--- config.mk ---
export PLATFORM = sky130hd
export DESIGN_NAME = c17_bist_ctrl
export DESIGN_NICKNAME = d
export VERILOG_FILES = /design/src/rtl/c17_bist_pkg.sv /design/src/rtl/c17_misr.sv /design/src/rtl/c17_bist_ctrl.sv
export SDC_FILE = /design/constraint.sdc
export NUM_CORES = 1
export LEC_CHECK = 0
export ABC_AREA = 1
export BUFFER_PORTS_ARGS = -buffer_cell sky130_fd_sc_hd__buf_2
export CAP_MARGIN = 15
export CELL_PAD_IN_SITES_DETAIL_PLACEMENT = 0
export CELL_PAD_IN_SITES_GLOBAL_PLACEMENT = 1
export CORE_MARGIN = 2
export CORE_UTILIZATION = 34
export DETAILED_ROUTE_END_ITERATION = 10
export GPL_TIMING_DRIVEN = 0
export PLACE_DENSITY_LB_ADDON = 0.3
export SLEW_MARGIN = 0
export SYNTH_ARGS = -nofsm -noshare
export SYNTH_HDL_FRONTEND = slang
export SYNTH_SLANG_ARGS = --single-unit
--- constraint.sdc ---
create_clock -name clk -period 2.25 [get_ports clk]
set_clock_uncertainty 0.05 [all_clocks]
set_input_delay 0.45 -clock clk [delete_from_list [all_inputs] [get_ports clk]]
set_output_delay 0.45 -clock clk [all_outputs]
set_load 0.01 [all_outputs]
--- src/rtl/c17_bist_pkg.sv ---
// Shared types and constants for the c17 BIST sequencer.
package c17_bist_pkg;

  localparam int unsigned LFSR_W = 5;
  localparam int unsigned OUT_W  = 2;

  // Fibonacci taps for x^5+x^3+1 in a shift-left register (feedback = s[4]^s[1])
  localparam logic [LFSR_W-1:0] LFSR_TAPS = 5'b10010;

  localparam logic [15:0]       DEF_MISR_POLY = 16'h1021;
  localparam logic [15:0]       DEF_MISR_SEED = 16'h0000;
  localparam logic [LFSR_W-1:0] DEF_LFSR_SEED = 5'h01;

  typedef enum logic [1:0] {
    IDLE  = 2'd0,
    RUN   = 2'd1,
    DRAIN = 2'd2,
    DONE  = 2'd3
  } state_t;

  function automatic logic [LFSR_W-1:0] lfsr_next(input logic [LFSR_W-1:0] s);
    return {s[LFSR_W-2:0], ^(s & LFSR_TAPS)};
  endfunction

endpackage

--- src/rtl/c17_misr.sv ---
// Galois MISR compacting the 2-bit c17 response into a signature.
module c17_misr
  import c17_bist_pkg::*;
#(
  parameter int unsigned        MISR_W    = 16,
  parameter logic [MISR_W-1:0]  MISR_POLY = MISR_W'(DEF_MISR_POLY),
  parameter logic [MISR_W-1:0]  MISR_SEED = MISR_W'(DEF_MISR_SEED)
) (
  input  logic              clk,
  input  logic              rst_n,
  input  logic              clear,
  input  logic              step,
  input  logic [OUT_W-1:0]  data,
  output logic [MISR_W-1:0] sig,
  output logic [MISR_W-1:0] sig_nxt_c
);

  // Next value is exported so the top can judge pass in the same edge that finishes the run
  always_comb begin
    sig_nxt_c = sig;
    if (clear) begin
      sig_nxt_c = MISR_SEED;
    end else if (step) begin
      sig_nxt_c = {sig[MISR_W-2:0], 1'b0}
                ^ (sig[MISR_W-1] ? MISR_POLY : '0)
                ^ MISR_W'(data);
    end
  end

  always_ff @(posedge clk or negedge rst_n) begin
    if (!rst_n) begin
      sig <= MISR_SEED;
    end else begin
      sig <= sig_nxt_c;
    end
  end

endmodule

--- src/rtl/c17_bist_ctrl.sv ---
// BIST sequencer for a registered c17 core: LFSR patterns, MISR compaction, golden compare.
// Optional C17_BIST_FAULT_INJ_EN adds a fault_inj port XORed into the compacted response.
module c17_bist_ctrl
  import c17_bist_pkg::*;
#(
  parameter int unsigned        CNT_W     = 8,
  parameter int unsigned        MISR_W    = 16,
  parameter logic [MISR_W-1:0]  MISR_POLY = MISR_W'(DEF_MISR_POLY),
  parameter logic [LFSR_W-1:0]  LFSR_SEED = DEF_LFSR_SEED,
  parameter logic [MISR_W-1:0]  MISR_SEED = MISR_W'(DEF_MISR_SEED),
  parameter int unsigned        PIPE_LAT  = 2
) (
  input  logic              clk,
  input  logic              rst_n,
  input  logic              start,
  input  logic              abort,
  input  logic [CNT_W-1:0]  pat_count,
  input  logic [MISR_W-1:0] golden_sig,
  output logic [LFSR_W-1:0] dut_in,
  output logic              dut_en,
  input  logic [OUT_W-1:0]  dut_out,
`ifdef C17_BIST_FAULT_INJ_EN
  input  logic [OUT_W-1:0]  fault_inj,
`endif
  output logic              busy,
  output logic              done,
  output logic              pass,
  output logic [MISR_W-1:0] sig
);

  // An all-zero seed would lock the LFSR
  localparam logic [LFSR_W-1:0] LFSR_INIT = (LFSR_SEED == '0) ? LFSR_W'(1) : LFSR_SEED;

  state_t              state, state_nxt;
  logic                accept;
  logic [CNT_W-1:0]    cnt;
  logic [LFSR_W-1:0]   lfsr;
  logic [PIPE_LAT-1:0] vpipe, vpipe_nxt;
  logic                misr_step;
  logic [OUT_W-1:0]    comp_data;
  logic [MISR_W-1:0]   sig_nxt;

  assign dut_in = lfsr;

`ifdef C17_BIST_FAULT_INJ_EN
  assign comp_data = dut_out ^ fault_inj;
`else
  assign comp_data = dut_out;
`endif

  // Tail of the valid pipe marks the cycle whose dut_out belongs to a pattern of this run
  assign misr_step = vpipe[PIPE_LAT-1] && !abort;

  always_ff @(posedge clk or negedge rst_n) begin
    if (!rst_n) begin
      state <= IDLE;
    end else begin
      state <= state_nxt;
    end
  end

  always_comb begin
    state_nxt = state;
    accept    = 1'b0;
    vpipe_nxt = PIPE_LAT'({vpipe, (state == RUN)});
    case (state)
      IDLE, DONE: begin
        if (start && !abort) begin
          accept    = 1'b1;
          state_nxt = (pat_count == '0) ? DONE : RUN;
        end
      end
      RUN: begin
        if (cnt == CNT_W'(1)) state_nxt = DRAIN;
      end
      DRAIN: begin
        if (vpipe_nxt == '0) state_nxt = DONE;
      end
      default: state_nxt = IDLE;
    endcase
    if (abort) state_nxt = IDLE;
  end

  // Pattern generator, counter, valid pipe and registered status outputs
  always_ff @(posedge clk or negedge rst_n) begin
    if (!rst_n) begin
      lfsr   <= LFSR_INIT;
      cnt    <= '0;
      vpipe  <= '0;
      dut_en <= 1'b0;
      busy   <= 1'b0;
      done   <= 1'b0;
      pass   <= 1'b0;
    end else begin
      if (accept) begin
        lfsr <= LFSR_INIT;
        cnt  <= pat_count;
      end else if (state == RUN) begin
        lfsr <= lfsr_next(lfsr);
        cnt  <= cnt - CNT_W'(1);
      end
      vpipe  <= abort ? '0 : vpipe_nxt;
      dut_en <= (state_nxt == RUN);
      busy   <= (state_nxt == RUN) || (state_nxt == DRAIN);
      done   <= (state_nxt == DONE);
      if ((state_nxt == DONE) && ((state != DONE) || accept)) begin
        pass <= (sig_nxt == golden_sig);
      end else if (state_nxt != DONE) begin
        pass <= 1'b0;
      end
    end
  end

  c17_misr #(
    .MISR_W    (MISR_W),
    .MISR_POLY (MISR_POLY),
    .MISR_SEED (MISR_SEED)
  ) u_misr (
    .clk       (clk),
    .rst_n     (rst_n),
    .clear     (accept),
    .step      (misr_step),
    .data      (comp_data),
    .sig       (sig),
    .sig_nxt_c (sig_nxt)
  );

endmodule
==> After elaboration in Yosys (flattened, before gate mapping) <==
Index checks and enable logic that the tools add are counted.
{ "totals": {"elab_cells": 53, "n_memories": 0, "latchBits": 0, "ramBits": 0, "ff_bits": 37, "inputBits": 30, "romBits": 0} }
{ "classes": {"n_reduce_logical": 13, "n_mul": 0, "mux": 18, "shifts": 0, "add_sub_neg": 1, "bitwise": 2, "n_eq_ne": 10, "order_cmp": 0, "div_mod_pow": 0} }
{ "op_table": {"columns": ["operator", "count"], "rows": [
  ["two-way mux 16 bit", 2],
  ["== test 16 bit", 1],
  ["two-way mux 8 bit", 2],
  ["bitwise XOR 16 bit", 1],
  ["bitwise XOR 16 x 2 -> 16 bit", 1],
  ["two-way mux 13 bit", 1],
  ["two-way mux 2 bit", 6],
  ["two-way mux 5 bit", 2],
  ["== test 2 bit (second input constant)", 4],
  ["== test 8 x 1 -> 1 bit (second input constant)", 1],
  ["zero test 8 bit", 1],
  ["subtractor 8 x 1 -> 8 bit (second input constant)", 1],
  ["case mux 2 bit (3 select lines)", 1],
  ["parity 5 bit", 1],
  ["== test 2 x 1 -> 1 bit (second input constant)", 2],
  ["zero test 2 bit", 2],
  ["two-way mux 1 bit", 4],
  ["inequality test 2 bit (second input constant)", 2],
  ["nonzero test 2 bit", 2],
  ["logical AND 1 bit", 3],
  ["logical OR 1 bit", 2],
  ["OR reduction 2 bit", 1],
  ["zero test 1 bit", 1]
]} }

==> Depth between registers and ports, before layout <==
Gate-level depths: netlist (run 1).
{ "depth": {"word_depth": 8, "ltp_mapped": 13, "mapped_depth_nobuf": 13} }

==> By module <==
Synthesis (run 1) repeated with hierarchy kept, for this count alone.
{ "unflattened": {"hier_cells": 315, "area_unflattened_um2": 2270.9} }
{ "modules_own_cells": {"columns": ["mod", "area_each_um2", "seq_area_each_um2", "n_inst", "cells_per_inst"], "rows": [
  ["c17_bist_ctrl", 1495.2, 526.8, 1, 224],
  ["c17_misr", 775.7, 400.4, 1, 91]
]} }

==> Least setup slack after synthesis (run 1) <==
OpenSTA, ideal clock, no wires.
{ "synth_timing": {"path_kind": "register to register", "startpoint": "register state[0]", "endpoint": "register pass", "path_slack_ps": 130, "path_stages_with_launch": 13, "synth_period_minus_slack_ps": 2120, "arrival_time_ps": 1953, "cell_sequence": "dfrtp_1 -> inv_1 -> ha_1 -> nand3_4 -> buf_4 -> clkinv_1 -> o31ai_1 -> a21oi_1 -> ha_1 -> inv_1 -> nor2_1 -> nand3_1 -> nand2_1"} }
{ "synth_between": {"elab_chain_len": 8} }
{ "synth_lines": {"columns": ["item", "line_no", "source"], "rows": [
  ["start: declaration", "c17_bist_ctrl.sv:34", "state_t state, state_nxt;"],
  ["start signal: assignment", "c17_bist_ctrl.sv:58", "state <= state_nxt;"],
  ["== test 2 x 1 -> 1 bit", "c17_bist_ctrl.sv:65, c17_bist_ctrl.sv:66", null],
  ["zero test 2 bit", "c17_bist_ctrl.sv:77", "if (vpipe_nxt == '0) state_nxt = DONE;"],
  ["two-way mux 2 bit", "c17_bist_ctrl.sv:77", null],
  ["case mux 2 bit (3 select lines) *", "c17_bist_ctrl.sv:66", "case (state)"],
  ["two-way mux 2 bit *", "c17_bist_ctrl.sv:81", "if (abort) state_nxt = IDLE;"],
  ["net state_nxt[0]", "c17_bist_ctrl.sv:34", null],
  ["== test 2 bit", "c17_bist_ctrl.sv:106", "if ((state_nxt == DONE) && ((state != DONE) || accept)) begin"],
  ["logical AND 1 bit", "c17_bist_ctrl.sv:106", null],
  ["two-way mux 1 bit / nonzero test 2 bit (equally long branches)", null, null],
  ["end signal: assignment", "c17_bist_ctrl.sv:107", "pass <= (sig_nxt == golden_sig);"],
  ["end: declaration", "c17_bist_ctrl.sv:27", "output logic pass,"]
]} }
The timed path passes the listed nets; every way through them passes the cells marked *.
A chain may end at the register's enable or synchronous reset.

==> Worst setup path after layout (run 1) <==
Same ends and word-level chain as after synthesis.

==> results of run 1 <==
==> layout by cell type, fill, tap and decap left out, types with 6 or more instances in the layout <==
cell and n:
nand4_1 14, xnor2_1 6, nand2_2 9, nor2_1 15
nand2_1 89, nand3_1 24, buf_2 54, ha_1 6
dfrtp_1 36, inv_1 69
==> cell families (layout without fill, tap and decap cells) <==
kind of cell / count (synthesis) / after routing / synth area share, %
DFF: 37 / 37 / 40.29
AOI/OAI and AO/OA: 16 / 16 / 4.894
xor gates and xnor gates: 9 / 9 / 3.426
buffers and inverters: 78 / 142 / 14.03
adders and majority gates: 7 / 7 / 3.806
and+or+nand+nor: 165 / 165 / 33.55
==> worst paths after layout <==
kind / startpoint / endpoint / depth (start not counted)
max: state[0] / pass / 11
max in group asynchronous: rst_n / u_misr.sig[4] / 1
min reg2reg: vpipe[0] / vpipe[1] / 2
min: rst_n / dut_en / 1
min in group clk: abort / vpipe[1] / 2
max reg2reg: state[0] / pass / 11
==> worst max-delay path: cells and delay by family, from the launching register on <==
family / cells / cell delay [ns]
buffers and inverters: 3 / 0.28
AO/OA/AOI/OAI: 2 / 0.37
AND/OR/NAND/NOR: 4 / 0.28
adder cells (fa/ha/maj): 2 / 0.54
flip-flops: 1 / 0.42
==> stage by stage <==
step	setup TNS (ns)	total power [W]	hold slack [ns]	util, %
floorplan	0	0.002128	0.1044	-
global placement	-0.3027	0.002541	0.4374	41.30
detailed placement	-0.3499	0.002558	0.4472	41.30
CTS	0	0.003082	0.2533	43.05
global route	-0.0004474	0.003414	0.2693	43.41
finish	0	0.003074	0.2218	43.41
==> Yosys cell counts (all sizes together) <==
cell type	number	area share (%)
a21oi	4	0.87
a22o	1	0.38
a22oi	3	0.98
buf	5	2.1
clkinv	1	0.16
dfrtp	36	39
dfstp	1	1.1
ha	7	3.8
inv	72	12
nand2	99	17
nand3	30	8.2
nand4	14	3.8
nor2	17	2.9
nor3	2	0.44
nor4	3	0.82
o211ai	3	0.98
o21ai	1	0.22
o221ai	3	1.1
o31ai	1	0.33
xnor2	6	2.3
xor2	3	1.1
==> metal layers <==
metal / vias up / global-route usage (%) / part of all wire, %
li1: 1096 / - / -
met1: 949 / 22.40 / 48
met2: 56 / 26.64 / 45
met3: 8 / 4.095 / 4.7
met4: 0 / 5.114 / 1.6
met5: - / 0 / 0
==> power breakdown <==
part	leakage (nW)	switching [W]	internal [W]
registers	0.490	0.000172	0.000906
clock network	0.0374	0.000259	0.000219
logic	1.17	0.000907	0.000611
==> layout make-up <==
cell class / count / share of cell area, %
multi-input combinational: 197 / 38.20
clock inverter: 2 / 0.5355
inverter: 73 / 9.817
buffer: 4 / 1.473
sequential: 37 / 33.07
tap: 77 / 3.436
clock buffer: 6 / 2.588
timing repair buffer: 57 / 10.89
==> state kept, by name, indices dropped and copies added (netlist names) <==
| register | flops |
|---|---|
| dut_in | 5 |
| busy | 1 |
| cnt | 8 |
| u_misr.sig | 16 |
| state | 2 |
| vpipe | 2 |
| dut_en | 1 |
| done | 1 |
| pass | 1 |
==> repair_timing <==
item                       4_1_cts  5_1_grt
buffers inserted                 2        1
setup endpoints to repair        3        1
pin swaps                        1        0
gates resized for setup          2        4
==> results.json, run 1 <==
{
  "status": "completed",
  "hpwl_mm": 4.159,
  "grt_pass1_wl_mm": 9.777,
  "ys_seq_area_share_pct": 40.29,
  "cts_root_buf": "clkbuf_8",
  "netlist_instances": 312,
  "diodes": 0,
  "yosys.cell_types.count": 28,
  "slowest_stage": "dfrtp_1",
  "grt_overflow": 0,
  "multi_input_area_um2": 1071,
  "syn2layout_area_growth_pct": 21.86,
  "finalCritPeriodShare_pct": 90.87,
  "drt_drc_violations_left": 0,
  "power_density_nw_per_um2": 1096,
  "synth-seq-cells": 37,
  "regToRegSetupSlack_ns": 0.21,
  "die_w_um": 86.27,
  "max_stage_delay_ns": 0.42,
  "fmax_mhz": 489.1,
  "worst_hold_path_type": "input pin to asynchronous set/reset pin",
  "ys_warn_count": 0,
  "die_y_um": 86.27,
  "antenna_found_initial": 0,
  "num_rows": 29,
  "peakVddDrop_mv": 0.3827,
  "place_congestion": 0.8201,
  "clk_path_buf_depth": 2,
  "placed_cell_area_um2": 2668,
  "grt_max_degree": 38,
  "cp.required_ns": 2.39,
  "arrival_ns": 2.19,
  "fin_cells": 453,
  "io_buffer_count": 54,
  "fin_ws_ns": 0.2054,
  "grt_pass1_vias": 2117,
  "htree_num_levels": 2,
  "io_pins": 55,
  "min_period_ns": 2.045,
  "path_class": "flop to flop",
  "routed_via_density": 4.656,
  "detail_route.iter0.violations": 90,
  "critPathMaxFanout": 9,
  "vias": 2109,
  "crit_path_end_kind": "flop",
  "tightest_slew_ns": 0.8847,
  "setup_viol_count_final": 0,
  "cts_tree": "yes",
  "synth_nets": 349,
  "power_leakage_nw": 1.694,
  "synth_area_um2": 2301,
  "timing_hold_violations_final": 0,
  "final_area_um2": 2804,
  "cts_made_buffers": 5,
  "cp-start-kind": "flop",
  "seqCellArea_um2": 927.1,
  "cp_common_cell": "inv_1",
  "place_ws_ns": -0.2279,
  "nFillCells": 702,
  "drv_slew": 0,
  "start_util_pct": 35.63,
  "wl_mm": 5.520,
  "drive_gt1_share_pct": 25.27,
  "dp_cells": 443,
  "wl_per_cell_um": 12.19,
  "first_pass_iters": 4,
  "insertion_delay_ns": 0.29,
  "grt.total_usage_pct": 16.67,
  "avgSynthCellArea_um2": 7.375,
  "slew_headroom_pct": 41.02,
  "ant_nets": 0,
  "clock-sinks": 37,
  "postCtsHoldBufs": 0,
  "cap_violations": 0,
  "path_cells": "inv_1, ha_2, nand3_4, clkinv_2, o31ai_2, a21oi_2, ha_1, inv_1, nor2_1, nand3_1, nand2_1",
  "nets": 412,
  "fp.dieArea_um2": 7442,
  "core_um2": 6459,
  "clkSlewWorstSetupHoldPaths_ns": 0.08
}
Power figures use the tool's default switching activity.
==> run 2: changes to the inputs <==
ABC_AREA = not set   (was 1)
CORE_UTILIZATION = 35   (was 34)
==> results.json, run 2 <==
{
  "power_density_nw_per_um2": 999.5,
  "yosys.area.top_type_share_pct": 47.75,
  "core_um2": 5140,
  "regToRegSetupSlack_ns": -0.31,
  "min_period_ns": 2.565,
  "syn2layout_area_growth_pct": 29.18,
  "clock-sinks": 37,
  "nFillCells": 530,
  "tightest_slew_ns": 0.8225,
  "ant_nets": 0,
  "grt_max_degree": 38,
  "postCtsHoldBufs": 0,
  "setup_viol_count_final": 1,
  "detail_route.iter0.violations": 64,
  "diodes": 0,
  "clkSlewWorstSetupHoldPaths_ns": 0.08,
  "nets": 281,
  "htree_num_levels": 2,
  "synthTopCellsByCount": "dfrtp_1 (36), nand2_1 (14), xnor2_1 (14), xor2_1 (14), o21ai_0 (12)",
  "pwr-share-comb_pct": 40.3,
  "r2r_start": "state[0]",
  "switchingPower_w": 0.0009045,
  "power_frac_clock_pct": 18.6,
  "worst_hold_path_type": "input pin to asynchronous set/reset pin",
  "synth-seq-cells": 37,
  "drv_slew": 0,
  "clk_path_buf_depth": 2,
  "num_rows": 26,
  "path_class": "flop to flop",
  "wl_per_cell_um": 14.04,
  "ys_seq_area_share_pct": 49.14,
  "fp.dieArea_um2": 5994,
  "timing_hold_violations_final": 0,
  "synthArstFlopShare_pct": 100.0,
  "antenna_found_initial": 0,
  "regToRegEndpoint": "pass",
  "largest_reg_flops": 16,
  "grt.total_usage_pct": 15.61,
  "synth_edf_count": 0,
  "synth_nets": 214,
  "arrival_ns": 2.74,
  "seq_power_share_pct": 41.1,
  "die_w_um": 77.42,
  "first_pass_iters": 4,
  "layout_common_cells": "buf_2 (55), dfrtp_1 (35), nand2_1 (14), xor2_1 (14), xnor2_1 (14)",
  "critPathMaxFanout": 7,
  "final_common_cell": "buf_2",
  "violations": "setup timing",
  "cap_violations": 0,
  "drive_gt1_share_pct": 33.88,
  "io_buffer_count": 54,
  "slew_headroom_pct": 45.16,
  "vias": 1536,
  "yosysMostFrequentCell": "dfrtp_1",
  "rr_worst_depth": 10,
  "hpwl_mm": 3.174,
  "ys_top_cells_by_area": "dfrtp_1 (48%), xnor2_1 (6.5%), xor2_1 (6.5%), a22o_1 (4.6%), ha_1 (4.6%)",
  "utilization_pct": 47.42,
  "p_int_w": 0.001532,
  "cts_made_buffers": 5,
  "cts_tree": "yes",
  "ys_warn_count": 0,
  "yosys.cell_types.count": 34,
  "routed-wl-met2_mm": 1.993,
  "drt_drc_violations_left": 0,
  "top_register": "u_misr.sig",
  "cp.required_ns": 2.42,
  "finalCritPeriodShare_pct": 114.0,
  "peakVddDrop_mv": 0.6070,
  "avgSynthCellArea_um2": 10.66,
  "grt_overflow": 0,
  "place_congestion": 0.7644,
  "synth-main-ff-cell": "dfrtp_1",
  "power_leakage_nw": 1.187,
  "synth_area_um2": 1887,
  "start_util_pct": 36.71,
  "insertion_delay_ns": 0.29,
  "total_power_w": 0.002436,
  "top_layer_used": "met4",
  "synth_top_area_cell": "dfrtp_1",
  "status": "finished, violations left",
  "rsz0062_at_grt": "true",
  "cts_root_buf": "clkbuf_8",
  "grt_pass1_wl_mm": 7.376,
  "routed_via_density": 4.876,
  "die_y_um": 77.42,
  "fin_ws_ns": -0.3146,
  "cp-start-kind": "flop",
  "m1WireLength_mm": 2.172,
  "crit_path_end_kind": "flop",
  "wl_mm": 4.424,
  "grt_pass1_vias": 1532,
  "io_pins": 55,
  "wl_met3_um": 171,
  "fmax_mhz": 389.9,
  "netlist_instances": 177,
  "netSwitchingFraction_pct": 37.13
}
-- run 2: cell count changes after synthesis, sizes merged, moves of 4 or more --
cell,change
nor2b,+6
or4,+4
nand4,-11
a22o,+9
nand3,-29
inv,-66
mux2i,+4
o21ai,+13
nand2,-85
xnor2,+8
xor2,+11
nor2,-6
-- run 2: layer usage --
metal	vias up	GRT usage, %
met4	0	6.071
li1	756	-
met3	10	3.256
met5	-	0
met2	35	23.74
met1	735	21.82
-- run 2: worst max-delay path: stages (launching register included) --
cell     delay (ns)
dfrtp_1        0.42
inv_2          0.07
ha_4           0.29
and2_1         0.15
buf_6          0.14
nor3b_1        0.05
a221o_1        0.31
xnor2_1        0.19
nand4_1        0.16
or4_1          0.54
o21ai_1        0.13
-- run 2: cells by family after synthesis --
| kind of cell | share of synthesized area (%) |
|---|---|
| adder cells (fa/ha/maj) | 4.642 |
| XOR/XNOR | 13.00 |
| AO/OA/AOI/OAI | 12.80 |
| flip-flops | 49.14 |
| buffers and inverters | 2.652 |
| AND/OR/NAND/NOR | 15.05 |
| multiplexers | 2.719 |
-- run 2: cell type report --
cell class	count	area, um2	share of cell area [%]
inverters	6	22.52	0.9240
flip-flops and latches	37	928.4	38.09
clock buffers	6	72.57	2.977
clock inverters	2	10.01	0.4107
multi-input cells	129	965.9	39.63
repair buffers	60	315.3	12.94
plain buffers	5	35.03	1.437
well taps	70	87.58	3.593
-- run 2: stage by stage --
step	worst slack (ns)	TNS, ns	instances	instance area [um2]	hold WS, ns
after floorplan	-0.3182	-0.3182	177	1899	0.1044
after global placement	-0.6126	-0.6609	301	2257	0.4341
final	-0.3146	-0.3146	315	2437	0.1985
after detailed placement	-0.6321	-0.7065	301	2257	0.4309
after CTS	-0.3059	-0.3059	315	2434	0.2377
after global routing	-0.4648	-0.5012	315	2437	0.2645
-- run 2: worst max-delay path by stage --
stage                            start    to  cells past startpoint
after floorplan                 cnt[3]  pass                      9
after global placement        state[0]  pass                     10
after detailed placement  pat_count[5]  pass                     10
after CTS                     state[0]  pass                     10
after global routing          state[0]  pass                     10
final                         state[0]  pass                     10
-- run 2: what timing repair did --
item,CTS,global route
pin swaps,6,3
setup endpoints to repair,2,2
gates cloned,0,0
hold endpoints to repair,0,0
buffers inserted,6,0
gates resized for setup,9,2
-- run 2: power groups by stage --
| stage | Combinational (W) | Sequential [W] | Clock [W] |
|---|---|---|---|
| finish | 0.000981 | 0.00100 | 0.000453 |
| global route | 0.00110 | 0.00103 | 0.000500 |
| CTS | 0.000978 | 0.00100 | 0.000466 |
| detailed placement | 0.000839 | 0.00101 | 0 |
| global placement | 0.000824 | 0.00101 | 0 |
| floorplan | 0.000544 | 0.00103 | 0 |
